==> src/rtl/icache_assoc.sv <==
// Instruction cache with 1- or 2-way sets, multi-word lines, LRU replacement and burst fill.
// The miss address is latched at fill start. Hit/miss counters saturate at all-ones.
module icache_assoc #(
  parameter int SETS  = 8,
  parameter int WORDS = 2,
  parameter int WAYS  = 2,
  parameter int CNTW  = 32
) (
  input  logic            CLK,
  input  logic            nRST,
  input  logic            imemREN,
  input  logic [31:0]     imemaddr,
  output logic [31:0]     imemload,
  output logic            ihit,
  input  logic            iflush,
  output logic            iREN,
  output logic [31:0]     iaddr,
  input  logic [31:0]     iload,
  input  logic            iwait,
  output logic [CNTW-1:0] hit_cnt,
  output logic [CNTW-1:0] miss_cnt
);
  localparam int OW = (WORDS > 1) ? $clog2(WORDS) : 0;
  localparam int CW = (OW > 0) ? OW : 1;
  localparam int IW = $clog2(SETS);
  localparam int TW = 30 - OW - IW;

  if (WAYS != 1 && WAYS != 2) begin : g_bad_ways
    $error("icache_assoc: WAYS must be 1 or 2");
  end

  typedef enum logic {IDLE, FILL} state_t;
  state_t state, next_state;

  logic [SETS-1:0] valid_r [WAYS];
  logic [TW-1:0]   tag_r   [WAYS][SETS];
  logic [31:0]     data_r  [WAYS][SETS][WORDS];
  logic [SETS-1:0] lru_r;

  logic [TW-1:0] ltag;
  logic [IW-1:0] lidx;
  logic [CW-1:0] cnt;
  logic          victim;
  logic [CNTW-1:0] hit_cnt_r, miss_cnt_r;

  logic [TW-1:0] tag;
  logic [IW-1:0] idx;
  logic [CW-1:0] woff;
  logic          match, hit_way, pick, hit;
  logic          fill_start, fill_done, word_ok, last_word;
  logic          unused_bits;

  assign tag = imemaddr[31 -: TW];
  assign idx = imemaddr[2+OW +: IW];
  assign unused_bits = &{1'b0, imemaddr[1:0]};

  if (OW > 0) begin : g_multi
    assign woff  = imemaddr[2 +: OW];
    assign iaddr = (state == FILL) ? {ltag, lidx, cnt, 2'b00} : 32'h0;
  end else begin : g_single
    assign woff  = 1'b0;
    assign iaddr = (state == FILL) ? {ltag, lidx, 2'b00} : 32'h0;
  end

  always_comb begin
    match   = 1'b0;
    hit_way = 1'b0;
    for (int w = 0; w < WAYS; w++) begin
      if (valid_r[w][idx] && tag_r[w][idx] == tag) begin
        match   = 1'b1;
        hit_way = 1'(w);
      end
    end
  end

  assign hit      = (state == IDLE) && imemREN && !iflush && match;
  assign ihit     = hit;
  assign imemload = hit ? data_r[hit_way][idx][woff] : 32'h0;

  // Victim: an empty way first (way0 preferred), otherwise the LRU way of the set.
  always_comb begin
    if (WAYS == 1)                   pick = 1'b0;
    else if (!valid_r[0][idx])       pick = 1'b0;
    else if (!valid_r[WAYS-1][idx])  pick = 1'b1;
    else                             pick = lru_r[idx];
  end

  // Memory handshake: iREN stays high for the whole fill; one word is transferred
  // on every rising edge where iREN=1 and iwait=0, and the word address then advances.
  assign iREN      = (state == FILL);
  assign word_ok   = (state == FILL) && !iwait;
  assign last_word = (cnt == CW'(WORDS - 1));

  always_comb begin
    next_state = state;
    fill_start = 1'b0;
    fill_done  = 1'b0;
    case (state)
      IDLE: begin
        if (!iflush && imemREN && !match) begin
          next_state = FILL;
          fill_start = 1'b1;
        end
      end
      FILL: begin
        if (iflush) begin
          next_state = IDLE;
        end else if (!iwait && last_word) begin
          next_state = IDLE;
          fill_done  = 1'b1;
        end
      end
      default: next_state = IDLE;
    endcase
  end

  always_ff @(posedge CLK or negedge nRST) begin
    if (!nRST) begin
      state <= IDLE;
      for (int w = 0; w < WAYS; w++) valid_r[w] <= '0;
      lru_r      <= '0;
      ltag       <= '0;
      lidx       <= '0;
      cnt        <= '0;
      victim     <= 1'b0;
      hit_cnt_r  <= '0;
      miss_cnt_r <= '0;
    end else begin
      state <= next_state;
      // A flush wins over validating a line that completes in the same cycle.
      if (iflush) begin
        for (int w = 0; w < WAYS; w++) valid_r[w] <= '0;
      end else if (fill_done) begin
        valid_r[victim][lidx] <= 1'b1;
      end
      if (fill_start) begin
        ltag   <= tag;
        lidx   <= idx;
        cnt    <= '0;
        victim <= pick;
        if (miss_cnt_r != '1) miss_cnt_r <= miss_cnt_r + 1'b1;
      end
      if (word_ok) cnt <= cnt + 1'b1;
      if (hit && WAYS == 2) lru_r[idx] <= ~hit_way;
      if (fill_done && WAYS == 2) lru_r[lidx] <= ~victim;
      if (hit && hit_cnt_r != '1) hit_cnt_r <= hit_cnt_r + 1'b1;
    end
  end

  always_ff @(posedge CLK) begin
    if (word_ok) data_r[victim][lidx][cnt] <= iload;
    if (fill_done) tag_r[victim][lidx] <= ltag;
  end

  assign hit_cnt  = hit_cnt_r;
  assign miss_cnt = miss_cnt_r;
endmodule

==> config.mk <==
export PLATFORM = sky130hd
export DESIGN_NAME = icache_assoc
export DESIGN_NICKNAME = d
export VERILOG_FILES = /design/src/rtl/icache_assoc.sv
export SDC_FILE = /design/constraint.sdc
export NUM_CORES = 2
export LEC_CHECK = 0
export ABC_CLOCK_PERIOD_IN_PS = 4600
export BUFFER_PORTS_ARGS = -buffer_cell sky130_fd_sc_hd__buf_2
export CAP_MARGIN = 30
export CORE_ASPECT_RATIO = 1.25
export CORE_MARGIN = 5
export CORE_UTILIZATION = 40
export DETAILED_ROUTE_END_ITERATION = 16
export PLACE_DENSITY = 0.6
export SLEW_MARGIN = 30
export SYNTH_ARGS = -nofsm -noshare
export SYNTH_HDL_FRONTEND = slang
export SYNTH_SLANG_ARGS = --single-unit
==> constraint.sdc <==
create_clock -name CLK -period 4.6 [get_ports CLK]
set_input_delay 0 -clock CLK [delete_from_list [all_inputs] [get_ports CLK]]
set_output_delay 0 -clock CLK [all_outputs]
set_load 0.01 [all_outputs]
Yosys cells after proc, flatten, opt, wreduce, memory -nomap -nowiden

Memory sizes are Yosys's and may differ from the RTL's.
Index checks and enable logic that the tools add are counted.

Bits in registers: 120
Memory bits (writable): 1440
Output and inout port bits: 130
Word-level logic and storage cells: 118
Memories: 2

Add/subtract/negate cells: 3
Order comparisons: 12
Equality and inequality tests: 4
Muxes and demuxes: 57
Bitwise logic cells: 9
Reductions and logical operators: 21

Memories:

| memory | words | bits a word | rd ports | clocked after Yosys merged registers in | wr ports | RTL line | RTL |
|---|---|---|---|---|---|---|---|
| data_r | 2     | 512         | 1        | 0                                       | 1        | 37       | `logic [31:0] data_r [WAYS][SETS][WORDS];` |
| tag_r  | 2     | 208         | 2        | 0                                       | 1        | 36       | `logic [TW-1:0] tag_r [WAYS][SETS];` |

Operators with widths:

| kind                  | number |
|---|---|
| $mux 512              | 1 |
| $mux 208              | 1 |
| $bmux 64 s3           | 1 |
| $demux 64 s3          | 1 |
| $mux 32               | 6 |
| $mux 64               | 3 |
| $bmux 26 s3           | 2 |
| $mux 26               | 5 |
| $demux 26 s3          | 1 |
| $add 32x1->32 const B | 2 |
| $ne 32x32->1 const B  | 2 |
| $eq 26x26->1          | 2 |
| $demux 32 s1          | 1 |
| $mux 16               | 2 |
| $mux 8                | 3 |
| $mux 1                | 21 |
| $bwmux 8              | 2 |
| $or 16x16->16         | 1 |
| $logic_and 1x1->1     | 15 |
| $bmux 1 s3            | 3 |
| $demux 8 s1           | 1 |
| $ge 4x4->1 const B    | 2 |
| $lt 3x4->1 const B    | 2 |
| $not 3->4             | 2 |
| other kinds (12)      | 24 |

Logic depth before layout (Yosys ltp)

An unclocked memory read counts as a cell.

Depth in word-level cells: 15
Depth in mapped cells: 17
Gate-level depth less buffers: 10

Worst setup path before layout

OpenSTA, ideal clock, no wires.

Path kind: input to register
Start point: input imemaddr[5]
End point: register ltag[10]
Library setup time: 0.125 ns
Arrival time: 3.198 ns
Setup slack: 1.277 ns
Stages: 15
Path buffers: 7
Cells stage by stage: buf_2 buf_2 buf_2 buf_2 buf_2 mux4_2 mux2i_1 xnor2_1 nor4_1 nand4_1 or4b_1 nand3_1 buf_4 buf_4 mux2_2

Word-level cells in the longest chain between the ends: 12

Ends and longest elaborated chain:

| item                                       | RTL line | RTL |
|---|---|---|
| start: declaration                         | 12       | `input logic [31:0] imemaddr,` |
| $not 3->4 (not written as such)            | 69       | `if (valid_r[w][idx] && tag_r[w][idx] == tag) begin` |
| $bmux 26 s3                                | 69       |  |
| $mux 26 (not written as such) (2 in a row) | 69       |  |
| $eq 26x26->1                               | 69       |  |
| $logic_and 1x1->1                          | 69       |  |
| $mux 1                                     | 69       |  |
| $mux 1 (*)                                 | 69       |  |
| $logic_not 1->1 (*)                        | 100      | `if (!iflush && imemREN && !match) begin` |
| $logic_and 1x1->1 (*)                      | 100      |  |
| $mux 1 (*)                                 | 100      |  |
| $mux 1 (*)                                 | 98       | `case (state)` |
| end signal: assignment                     | 137      | `ltag <= tag;` |
| end: declaration                           | 40       | `logic [TW-1:0] ltag;` |

Mark *: on every way between the ends. The rest lies on a longest branch, timed or not. The select of a mux whose other input is x is not followed.
A chain may end at the register's enable or synchronous reset.

==> results.cfg <==
[floorplan]
ios = 199
rows = 161
initial_utilization_pct = 40.1
die_area_um2 = 162000
dieWidth_um = 361
core_area_um2 = 154000
die_h_um = 449

[place]
hpwl_um = 102000
dpl.cell_count = 5862
io_buffer_count = 194
gp_congestion = 0.812
place_ws_ns = -0.175

[sta]
fin_ws_ns = -0.0499
hold_violations = 0
relSlewSlack_pct = 27.1
finalSetupViolCount = 10
slew_violations = 0
finalCriticalPeriod_ns = 4.65
rsz0062_at_grt = true
worst_pin_slew_ns = 1.09
finClkSkew_ns = 0.0316
fin_crit_sh_pct = 101
clock.fmax_mhz = 215

[yosys]
synth_area_leaders = edfxtp_1, dfrtp_1, mux2i_1
synth_edf_count = 1440
synth_largest_area_cell = edfxtp_1
syn_avg_cell_area_um2 = 16.9
synth-seq-cells = 1560
yosys-top-cells-count = edfxtp_1, mux2i_1, nand2_1
yosysMostFrequentCell = edfxtp_1
synthArstFlopShare_pct = 7.69
yosys_warnings = 0
synth_top_cell_area_share_pct = 70.2
synth_top_flop_cell = edfxtp_1
netlist_area_um2 = 61600
yosysUniqueCellTypes = 77
ys_seq_area_share_pct = 75.1
syn_inst = 3645

[grt]
grt_max_degree = 74
grt_use_total_pct = 21.4
grt.overflow.total = 0
grt_pass1_wl_um = 255000
grt_antenna_before_repair = 8
grt_pass1_vias = 35957

[route]
vias_per_cell = 5.81
wl_per_cell_um = 28.6
drt_pass1_iterations = 5
route.detailed.drc = 0
antenna_left = 0
drtIter0Drc = 3794
routed-via-count = 36623
wirelength_um = 181000

[finish]
fill_cells = 12793
syn2layout_area_growth_pct = 21.3
final_nets = 4212
fin_cells = 6308
drive_gt1_share_pct = 27.3

[worst_setup_path]
worstSetupPathType = flip-flop to primary output
end_kind = primary output
r2r_setup_slack_ns = 0.82
worst_r2r_endpoint = miss_cnt[19]$_DFFE_PN0P_
endpoint = imemload[7]
setup.worst_path.start_class = flip-flop
r2r-start = tag_r[1][51]$_DFFE_PP_
worst-path-max-fanout = 5
required_ns = 4.60
arrival_ns = 4.65
reg2reg_depth = 12
crit_path_start = tag_r[1][23]$_DFFE_PP_

[run_status]
status = finished with violations
violations = negative setup slack

[cts]
cts.sinks = 1560
htree_num_levels = 4
insertion_delay_ns = 0.79
clk_pin_slew_ns = 0.07
cts_buffers = 152
root_buffer = clkbuf_16
clock_path_buffers = 3
tritoncts = done

[power]
peakVddDrop_uv = 406
leakagePower_nw = 25.4
power_per_cell_area_nw_per_um2 = 408

[flow_run]
drv_cap = 0

[hold_path]
hold_path.class = input pin to flip-flop
-- critical path, stage by stage (launching register included) --
cell and delay, ns:
edfxtp_1 0.37, mux4_2 0.53, mux2i_4 0.18, xnor2_2 0.13
a2111oi_4 0.38, nand4_1 0.15, buf_6 0.17, nor4_4 0.33
buf_12 0.19, buf_4 0.15, clkbuf_16 0.17, buf_4 0.12
nand2_1 0.05, nand2_1 0.12, o22ai_2 0.10, o41ai_2 0.42
buf_4 0.19, buf_4 0.12
-- how the worst min path moves through the flow --
stage                                          end  cells past startpoint  slack [ns]    startpoint
after floorplan                    cnt$_DFFE_PN0P_                      0       -0.30          nRST
after global placement    miss_cnt[17]$_DFFE_PN0P_                      1        0.11          nRST
after detailed placement  miss_cnt[17]$_DFFE_PN0P_                      1        0.11          nRST
after CTS                      ltag[6]$_DFFE_PN0P_                      3        0.01  imemaddr[12]
after global routing          ltag[13]$_DFFE_PN0P_                      3        0.07  imemaddr[19]
final                         ltag[17]$_DFFE_PN0P_                      3        0.08  imemaddr[23]
-- flip-flops by register name, summed over array words and instances, names as in the netlist --
signal and cells:
data_r 1024, tag_r 416, hit_cnt 32, miss_cnt 32
ltag 26, valid_r 16, lru_r 8, lidx 3
cnt 1, iREN 1, victim 1
-- where the power goes --
| part | switching, mW | total [mW] | internal, mW |
|---|---|---|---|
| combinational | 1.10 | 1.70 | 0.593 |
| clock | 5.33 | 12.5 | 7.17 |
| sequential | 0.347 | 16.3 | 15.9 |
-- layer usage --
metal	up-vias	global-route usage [%]	part of all wire [%]
met5	-	0	0.0072
met4	2	6.89	3.4
met3	312	3.71	7.7
met2	1676	35.6	49
met1	19103	28.7	40
li1	15530	-	-
-- per-stage QoR --
| step | total power, mW | instance area [um2] | TNS, ns | util [%] | hold slack [ns] |
|---|---|---|---|---|---|
| finish | 30.5 | 74700 | -0.312 | 48.7 | 0.0761 |
| global route | 31.4 | 74700 | -3.54 | 48.7 | 0.0748 |
| CTS | 30.6 | 73400 | -1.49 | 47.8 | 0.0123 |
| detailed placement | 18.1 | 66500 | -0.175 | 43.3 | 0.112 |
| global placement | 18.1 | 66500 | -0.628 | 43.3 | 0.107 |
| floorplan | 17.3 | 61600 | 0 | - | -0.296 |
-- what timing repair did --
action,in CTS,in global routing
pin swaps,56,59
buffers inserted,27,50
setup endpoints to repair,32,32
endpoints found under the hold margin,1144,0
gates resized for setup,143,95
hold buffers,64,0
cloned,10,16
-- final cells by class --
cell class	instances	area (um2)	share of cell area (%)
Antenna cell	5	12.5	0.0167
Clock buffer	216	4390	5.88
Clock inverter	63	582	0.779
Inverter	9	33.8	0.0452
Multi-Input combinational cell	1857	15500	20.8
Sequential cell	1560	46200	61.9
Tap cell	2037	2550	3.41
Timing Repair Buffer	561	5380	7.20
-- kinds of logic after synthesis --
family,Yosys count,share of synthesized area (%)
fa+ha+maj,2,0.0406
xor+xnor,102,1.45
flops,1560,75.1
other cells,1,0.00609
simple gates,659,4.91
mux,483,9.38
compound gates,609,7.36
buf+inv,229,1.78
-- cell usage in the layout (no fill, tap or decap), types with 15 or more instances in the layout --
cell and instances:
nor2_1 127, o21ai_0 32, dfrtp_1 120, clkinv_2 18, a221o_1 15, dlygate4sd3_1 63
o22ai_1 123, a211oi_1 25, nand2_1 241, buf_12 44, nor2_4 49, clkinv_1 24
a221oi_1 32, edfxtp_1 1440, clkbuf_16 175, a221oi_2 21, buf_4 198, clkbuf_8 18
mux2i_1 237, buf_2 172, o221ai_1 67, a22oi_1 47, and3_1 26, buf_16 17
buf_6 41, and2_1 36, nand3_1 64, nand4_1 28, a21oi_1 78, mux2_2 174
clkbuf_1 38, mux4_2 57, xnor2_1 85
(Power assumes the default switching activity.)
